$ cat config.mk
export PLATFORM = sky130hd
export DESIGN_NAME = dfr_mem_port_arbiter
export DESIGN_NICKNAME = d
export VERILOG_FILES = /design/src/rtl/dfr_mem_port_arbiter.sv
export SDC_FILE = /design/constraint.sdc
export NUM_CORES = 1
export LEC_CHECK = 0
export ABC_AREA = 1
export BUFFER_PORTS_ARGS = -buffer_cell sky130_fd_sc_hd__buf_4
export CAP_MARGIN = 10
export CORE_ASPECT_RATIO = 0.9
export CORE_MARGIN = 5
export CORE_UTILIZATION = 46
export CTS_BUF_LIST = sky130_fd_sc_hd__clkbuf_8
export DETAILED_ROUTE_END_ITERATION = 8
export PLACE_DENSITY = 0.87
export SYNTH_ARGS = -nofsm -noshare
export SYNTH_HDL_FRONTEND = slang
export SYNTH_SLANG_ARGS = --single-unit
$ cat constraint.sdc
create_clock -name S_AXI_ACLK -period 1.95 [get_ports S_AXI_ACLK]
set_input_delay 0.195 -clock S_AXI_ACLK [delete_from_list [all_inputs] [get_ports S_AXI_ACLK]]
set_output_delay 0.195 -clock S_AXI_ACLK [all_outputs]
set_load 0.01 [all_outputs]
$ cat src/rtl/dfr_mem_port_arbiter.sv
// Shares the B-port of the reservoir output BRAM among three requesters:
// reservoir writer (fixed top priority), matrix-multiplier reads and host
// debug/DMA access. Requesters 1 and 2 alternate round-robin, and either one
// preempts requester 0 once it has waited MAX_WAIT cycles. Memory-side
// signals are registered. A tag pipeline matching the BRAM latency routes
// each returned read to the requester that issued it.
module dfr_mem_port_arbiter #(
  parameter int unsigned ADDR_WIDTH   = 14,
  parameter int unsigned DATA_WIDTH   = 32,
  parameter int unsigned READ_LATENCY = 1,
  parameter int unsigned MAX_WAIT     = 8
) (
  input  logic                  S_AXI_ACLK,
  input  logic                  S_AXI_ARESETN,
  input  logic                  wr0_req,
  input  logic [ADDR_WIDTH-1:0] wr0_addr,
  input  logic [DATA_WIDTH-1:0] wr0_data,
  output logic                  wr0_gnt,
  input  logic                  rd1_req,
  input  logic [ADDR_WIDTH-1:0] rd1_addr,
  output logic                  rd1_gnt,
  output logic                  rd1_rvalid,
  input  logic                  h2_req,
  input  logic                  h2_we,
  input  logic [ADDR_WIDTH-1:0] h2_addr,
  input  logic [DATA_WIDTH-1:0] h2_wdata,
  output logic                  h2_gnt,
  output logic                  h2_rvalid,
  output logic [DATA_WIDTH-1:0] rdata,
  output logic                  mem_en,
  output logic                  mem_we,
  output logic [ADDR_WIDTH-1:0] mem_addr,
  output logic [DATA_WIDTH-1:0] mem_din,
  input  logic [DATA_WIDTH-1:0] mem_dout,
  output logic                  busy
);

  localparam int unsigned WAIT_W   = 8;
  localparam int unsigned TAG_W    = 2;
  localparam logic [WAIT_W-1:0] WAIT_MAX = WAIT_W'(MAX_WAIT);
  localparam logic [TAG_W-1:0]  TAG_NONE = 2'd0;
  localparam logic [TAG_W-1:0]  TAG_RD1  = 2'd1;
  localparam logic [TAG_W-1:0]  TAG_RD2  = 2'd2;

  logic                                  rr_sel2_q;  // 0: requester 1 preferred
  logic [WAIT_W-1:0]                     wait1_q;
  logic [WAIT_W-1:0]                     wait2_q;
  logic [READ_LATENCY-1:0][TAG_W-1:0]    tag_q;
  logic                                  starve1_c;
  logic                                  starve2_c;
  logic                                  gnt0_c;
  logic                                  gnt1_c;
  logic                                  gnt2_c;
  logic [TAG_W-1:0]                      issue_tag_c;

  assign starve1_c = rd1_req && (wait1_q == WAIT_MAX);
  assign starve2_c = h2_req  && (wait2_q == WAIT_MAX);

  // Single-winner arbitration: starving lower requester, then requester 0, then RR.
  always_comb begin
    gnt0_c = 1'b0;
    gnt1_c = 1'b0;
    gnt2_c = 1'b0;
    if (starve1_c && starve2_c) begin
      gnt1_c = !rr_sel2_q;
      gnt2_c = rr_sel2_q;
    end else if (starve1_c) begin
      gnt1_c = 1'b1;
    end else if (starve2_c) begin
      gnt2_c = 1'b1;
    end else if (wr0_req) begin
      gnt0_c = 1'b1;
    end else if (rd1_req && h2_req) begin
      gnt1_c = !rr_sel2_q;
      gnt2_c = rr_sel2_q;
    end else if (rd1_req) begin
      gnt1_c = 1'b1;
    end else if (h2_req) begin
      gnt2_c = 1'b1;
    end
  end

  assign wr0_gnt = gnt0_c;
  assign rd1_gnt = gnt1_c;
  assign h2_gnt  = gnt2_c;

  // Tag of a read being issued this cycle; writes carry no tag.
  always_comb begin
    issue_tag_c = TAG_NONE;
    if (gnt1_c) begin
      issue_tag_c = TAG_RD1;
    end else if (gnt2_c && !h2_we) begin
      issue_tag_c = TAG_RD2;
    end
  end

  // Round-robin pointer flips to the other lower requester after it is served.
  always_ff @(posedge S_AXI_ACLK or negedge S_AXI_ARESETN) begin
    if (!S_AXI_ARESETN) begin
      rr_sel2_q <= 1'b0;
    end else if (gnt1_c) begin
      rr_sel2_q <= 1'b1;
    end else if (gnt2_c) begin
      rr_sel2_q <= 1'b0;
    end
  end

  // Starvation counters: count denied cycles, saturate, clear on grant or idle.
  always_ff @(posedge S_AXI_ACLK or negedge S_AXI_ARESETN) begin
    if (!S_AXI_ARESETN) begin
      wait1_q <= '0;
      wait2_q <= '0;
    end else begin
      if (rd1_req && !gnt1_c) begin
        wait1_q <= (wait1_q == WAIT_MAX) ? wait1_q : wait1_q + WAIT_W'(1);
      end else begin
        wait1_q <= '0;
      end
      if (h2_req && !gnt2_c) begin
        wait2_q <= (wait2_q == WAIT_MAX) ? wait2_q : wait2_q + WAIT_W'(1);
      end else begin
        wait2_q <= '0;
      end
    end
  end

  // Issue stage: register the winner's access onto the BRAM port.
  always_ff @(posedge S_AXI_ACLK or negedge S_AXI_ARESETN) begin
    if (!S_AXI_ARESETN) begin
      mem_en   <= 1'b0;
      mem_we   <= 1'b0;
      mem_addr <= '0;
      mem_din  <= '0;
    end else begin
      mem_en <= gnt0_c | gnt1_c | gnt2_c;
      mem_we <= gnt0_c | (gnt2_c & h2_we);
      if (gnt0_c) begin
        mem_addr <= wr0_addr;
        mem_din  <= wr0_data;
      end else if (gnt1_c) begin
        mem_addr <= rd1_addr;
      end else if (gnt2_c) begin
        mem_addr <= h2_addr;
        mem_din  <= h2_wdata;
      end
    end
  end

  // Read tag pipeline tracking the BRAM latency, plus registered valid strobes.
  always_ff @(posedge S_AXI_ACLK or negedge S_AXI_ARESETN) begin
    if (!S_AXI_ARESETN) begin
      tag_q      <= '0;
      rd1_rvalid <= 1'b0;
      h2_rvalid  <= 1'b0;
    end else begin
      tag_q[0] <= issue_tag_c;
      for (int i = int'(READ_LATENCY) - 1; i > 0; i--) begin
        tag_q[i] <= tag_q[i-1];
      end
      rd1_rvalid <= (tag_q[READ_LATENCY-1] == TAG_RD1);
      h2_rvalid  <= (tag_q[READ_LATENCY-1] == TAG_RD2);
    end
  end

  assign rdata = mem_dout;
  assign busy  = wr0_req | rd1_req | h2_req | (|tag_q);

endmodule
Word level (Yosys, flattened, before mapping)

Index checks and enable logic that the tools add are counted.

Add/subtract/negate cells: 2
Multiply operators: 0
Divide/modulo/power cells: 0
Order comparisons: 0
Equality and inequality tests: 7
Shifts and indexed selects: 0
Multiplexer cells: 31
Bitwise logic cells: 7
Reductions and logical operators: 16

Operator list:

| cell                | count |
|---|---|
| $mux 32             | 3 |
| $mux 14             | 3 |
| $mux 8              | 4 |
| $mux 1              | 19 |
| $add 8x1->8 const B | 2 |
| $eq 8x4->1 const B  | 2 |
| $logic_and 1x1->1   | 7 |
| $ne 2x2->1 const B  | 3 |
| $or 1x1->1          | 6 |
| $logic_not 1->1     | 4 |
| $mux 2              | 2 |
| $reduce_bool 2->1   | 2 |
| $reduce_bool 3->1   | 1 |
| $eq 2x1->1 const B  | 1 |
| $eq 2x2->1 const B  | 1 |
| $reduce_and 2->1    | 1 |
| $reduce_or 2->1     | 1 |
| $and 1x1->1         | 1 |

Bits in registers: 69
Latch bits: 0
RAM bits: 0
Memory bits (read-only): 0
Input port bits: 144
Logic and storage cells: 73
Memories kept: 0

Depth between registers and ports, before layout

Word-level depth: 10
Gate-level depth with buffers: 13

Least setup slack after synthesis

OpenSTA, ideal clock, no wires.

Path type: register -> register
From: register wait2_q[0]
To: register mem_addr[6]
Setup time: 0.117 ns
Data arrival time: 1.547 ns
Required time: 1.833 ns
Setup slack: 0.287 ns
Cell stages (with the launch flop): 13
Path buffers: 1
Path through: dfrtp_1 inv_1 ha_1 nand3_2 nor2_8 nand2_4 nand2_2 nand2_4 buf_6 nand2_1 nand3_1 nand2_1 nand2_1

Word-level cells in the longest chain between the ends: 7
Elaborated cells between the ends (all ways): 15

RTL lines:

| what                   | line | source |
|---|---|---|
| from (decl)            | 47   | `logic [WAIT_W-1:0] wait2_q;` |
| from (signal assigned) | 120  | `wait2_q <= (wait2_q == WAIT_MAX) ? wait2_q : wait2_q + WAIT_W'(1);` |
| $eq 8x4->1 *           | 57   | `assign starve2_c = h2_req && (wait2_q == WAIT_MAX);` |
| $logic_and 1x1->1 *    | 57   |  |
| $mux 1                 | 69   | `end else if (starve2_c) begin` |
| $mux 1                 | 67   | `end else if (starve1_c) begin` |
| $mux 1 *               | 64   | `if (starve1_c && starve2_c) begin` |
| named net rd1_gnt      | 21   | `output logic rd1_gnt,` |
| $mux 14                | 140  | `end else if (gnt1_c) begin` |
| $mux 14                | 137  | `if (gnt0_c) begin` |
| to (signal assigned)   | 138  | `mem_addr <= wr0_addr;` |
| to (signal assigned)   | 141  | `mem_addr <= rd1_addr;` |
| to (signal assigned)   | 143  | `mem_addr <= h2_addr;` |
| to (decl)              | 32   | `output logic [ADDR_WIDTH-1:0] mem_addr,` |

The timed path passes the listed nets; every way through them passes the cells marked *.
A chain may end at the register's enable or synchronous reset.

Worst setup path in the final report

From: register wait2_q[1]
To: output wr0_gnt

Word-level cells in the longest chain between the ends: 5
Elaborated cells between the ends (all ways): 6

RTL lines:

| what                | line | source |
|---|---|---|
| $eq 8x4->1 *        | 57   |  |
| $logic_and 1x1->1 * | 57   |  |
| $mux 1              | 69   |  |
| $mux 1              | 67   |  |
| $mux 1 *            | 64   |  |
| to (decl)           | 18   | `output logic wr0_gnt,` |

Mark *: on every way between the ends. The rest lies on a longest branch, timed or not.

==> flow_metrics.env <==
export IMPL_power_w=0.00416
export IMPL_num_vias=4147
export IMPL_place_congestion=0.813
export IMPL_ios=230
export IMPL_slew_violations=0
export IMPL_yosysUniqueCellTypes=34
export IMPL_ant_nets=0
export IMPL_h_tree_depth=3
export IMPL_stdcell_area_sq_mm=0.00586
export IMPL_path_max_fanout=7
export IMPL_min_period_over_period=1.00
export IMPL_avgSynthCellArea_sq_um=7.59
export IMPL_setup_viol=1
export IMPL_wl_per_cell_microns=15.3
export IMPL_syn_nets=695
export IMPL_cap_violations=0
export IMPL_seq_power_share=0.402
export IMPL_combPwrFrac=0.254
export IMPL_r2r_start="wait2_q[1]$_DFFE_PN0P_"
export IMPL_initial_core_util=0.478
export IMPL_core_area_sq_mm=0.00869
export IMPL_outcome="complete, but fails checks"
export IMPL_wl_microns=12800
export IMPL_clkLatencyLatePin_ns=0.34
export IMPL_clkPwrFrac=0.343
export IMPL_std_cell_rows=32
export IMPL_drc_errors=0
export IMPL_clk_pin_slew_ns=0.08
export IMPL_hold_start="wr0_data[6]"
export IMPL_syn_inst=547
export IMPL_p_switching_w=0.00120
export IMPL_final_common_cell="nand2_1"
export IMPL_min_to="mem_din[6]$_DFFE_PN0P_"
export IMPL_regToRegEndpoint="mem_din[7]$_DFFE_PN0P_"
export IMPL_crit_path_start_kind="register"
export IMPL_yosysSeqAreaShare=0.416
export IMPL_grt_pass1_vias=4154
export IMPL_rrSetupSlack_ns=0.03
export IMPL_p_per_area_mw_per_mm2=710
export IMPL_syn_to_final_growth_pct=41.1
export IMPL_path_class="reg2out"
export IMPL_min_period_ns=1.95
export IMPL_routed_via_density=4.98
export IMPL_grt_max_degree=53
export IMPL_violations="negative setup slack"
export IMPL_maxClockFrequency_mhz=512
export IMPL_antenna_found_initial=0
export IMPL_ys_warnings_count=0
export IMPL_die_area_sq_mm=0.0110
export IMPL_drive_above_1_share=0.395
export IMPL_p_leak_nw=3.14
export IMPL_die_w_microns=110
export IMPL_die_h_microns=100
export IMPL_end_kind="output pin"
export IMPL_ys_seq_elements=69
export IMPL_nets=857
export IMPL_placed_area_sq_mm=0.00522
export IMPL_ctsLongestPathBuffers=2
export IMPL_slew_headroom=0.682
export IMPL_grt_ovfl_total=0
export IMPL_hold_viol_final=0
export IMPL_regArea_sq_mm=0.00173
export IMPL_hold_class="in2reg"
export IMPL_switching_share=0.288
export IMPL_vdd_drop_max_uv=357
export IMPL_setup_slack_ns=-0.00458
export IMPL_hpwlAfterDp_microns=9040
export IMPL_firstDrtPassIters=5
export IMPL_drt_iter0_drc=235
export IMPL_cts_tree="yes"
export IMPL_multiInputGateArea_sq_mm=0.00199
export IMPL_worstPathRequired_ns=1.75
export IMPL_ff2ff_path_depth=11
export IMPL_grt_pass1_wl_microns=19000
export IMPL_io_buffer_count=165
export IMPL_p_int_w=0.00296
export IMPL_mostFrequentLayoutCells="233 x nand2_1, 198 x buf_4, 69 x dfrtp_1, 47 x nand3_1, 42 x nor2_1"
export IMPL_gr_usage_all_layers=0.216
export IMPL_skew_ns=0.00600
export IMPL_cts_buffers=9
export IMPL_cts_root_buffer="clkbuf_8"
export IMPL_utilization=0.674
export IMPL_synth_area_sq_mm=0.00415
export IMPL_worstMarginPinSlew_ns=0.472
export IMPL_arrival_ns=1.76
export IMPL_hold_depth=5
export IMPL_rsz0062_at_grt="yes"
export IMPL_clock_sinks=69
export IMPL_n_antenna_cell=0
export IMPL_num_fill_cells=682
## how the worst max path moves through the flow
stage	start	end	cells past startpoint
2_1_floorplan	wait2_q[0]$_DFFE_PN0P_	mem_addr[6]$_DFFE_PN0P_	12
3_3_place_gp	wait1_q[0]$_DFFE_PN0P_	mem_din[5]$_DFFE_PN0P_	11
3_5_place_dp	wait2_q[0]$_DFFE_PN0P_	mem_din[7]$_DFFE_PN0P_	11
4_1_cts	wait2_q[1]$_DFFE_PN0P_	wr0_gnt	8
5_1_grt	wait2_q[1]$_DFFE_PN0P_	wr0_gnt	8
6_report	wait2_q[1]$_DFFE_PN0P_	wr0_gnt	8
## power groups by stage
stage                     clock network (W)  registers (W)  logic, W
final                               0.00143        0.00167   0.00106
after global routing                0.00151        0.00169   0.00116
after CTS                           0.00144        0.00167  0.000987
after detailed placement                  0        0.00170  0.000951
after global placement                    0        0.00169  0.000927
after floorplan                           0        0.00174  0.000456
## state kept, by name (all words and copies together), names as in the netlist
name,flops
tag_q,2
mem_din,32
mem_addr,14
rr_sel2_q,1
mem_en,1
wait1_q,8
h2_rvalid,1
wait2_q,8
mem_we,1
rd1_rvalid,1
## repair_timing
action	CTS	global route
hold buffers	2	0
cloned	0	2
gates resized for setup	12	19
pin swaps	6	10
hold endpoints to repair	33	0
setup buffers	10	18
endpoints found under the setup margin	36	46
## cells in the mapped netlist
master,count,share of area
a21oi_1,4,0.0048
a21oi_2,1,0.0021
and3_1,1,0.0015
buf_2,10,0.012
buf_4,37,0.067
buf_6,7,0.019
buf_8,2,0.0072
clkbuf_1,3,0.0027
dfrtp_1,69,0.42
ha_1,4,0.012
inv_1,17,0.015
inv_2,6,0.0054
nand2_1,235,0.21
nand2_2,6,0.0090
nand2_4,4,0.011
nand3_1,48,0.058
nand3_2,22,0.053
nand3_4,1,0.0042
nand3b_1,1,0.0018
nand4_1,2,0.0030
nor2_1,42,0.038
nor2_2,3,0.0045
nor2_4,1,0.0027
nor2_8,1,0.0048
nor3_1,6,0.0072
nor3_2,1,0.0024
nor3b_1,1,0.0018
nor4_1,1,0.0015
o211ai_1,1,0.0018
o21ai_0,2,0.0024
o21ai_1,2,0.0024
o32ai_1,1,0.0021
xnor2_1,2,0.0042
xor2_1,3,0.0063
## layout make-up
type,count,area share
repair inverters,1,0.00150
inverters,23,0.0169
multi-input cells,396,0.339
flip-flops and latches,69,0.295
well taps,119,0.0254
clock inverters,7,0.0209
repair buffers,209,0.280
clock buffers,9,0.0211
## critical path, stage by stage (launching register included)
cell      delay (ns)
dfrtp_1         0.41
inv_2           0.10
ha_4            0.16
nand3_4         0.09
nor2_8          0.16
nand2_4         0.10
nand3_4         0.19
clkinv_8        0.08
buf_6           0.12
## through the flow
stage / hold slack, ns / cells / setup TNS (ns) / setup WS, ns
6_report: 0.139 / 833 / -0.00458 / -0.00458
5_1_grt: 0.149 / 833 / -1.02 / -0.0733
4_1_cts: 0.131 / 813 / -0.0524 / -0.0283
3_5_place_dp: 0.176 / 785 / -0.520 / -0.0603
3_3_place_gp: 0.177 / 785 / 0 / 0.0458
2_1_floorplan: -0.101 / 547 / 0 / 0.287
## metal layers
layer	vias to the layer above	wire length, microns	track usage	share of wire
li1	2003	-	-	-
met1	1923	4860	0.253	0.38
met2	194	6410	0.379	0.50
met3	27	1140	0.0457	0.089
met4	0	338	0.0956	0.027
met5	-	0	0	0
## cell families (layout without fill, tap and decap cells)
logic type               count (synthesis)  in the layout  share of synthesized area
AND/OR/NAND/NOR                        376            376                      0.417
adder cells (fa/ha/maj)                  4              4                     0.0121
XOR/XNOR                                 5              5                     0.0106
buffers and inverters                   82            249                      0.129
AO/OA/AOI/OAI                           11             11                     0.0157
flip-flops                              69             69                      0.416
Power figures use the tool's default switching activity.
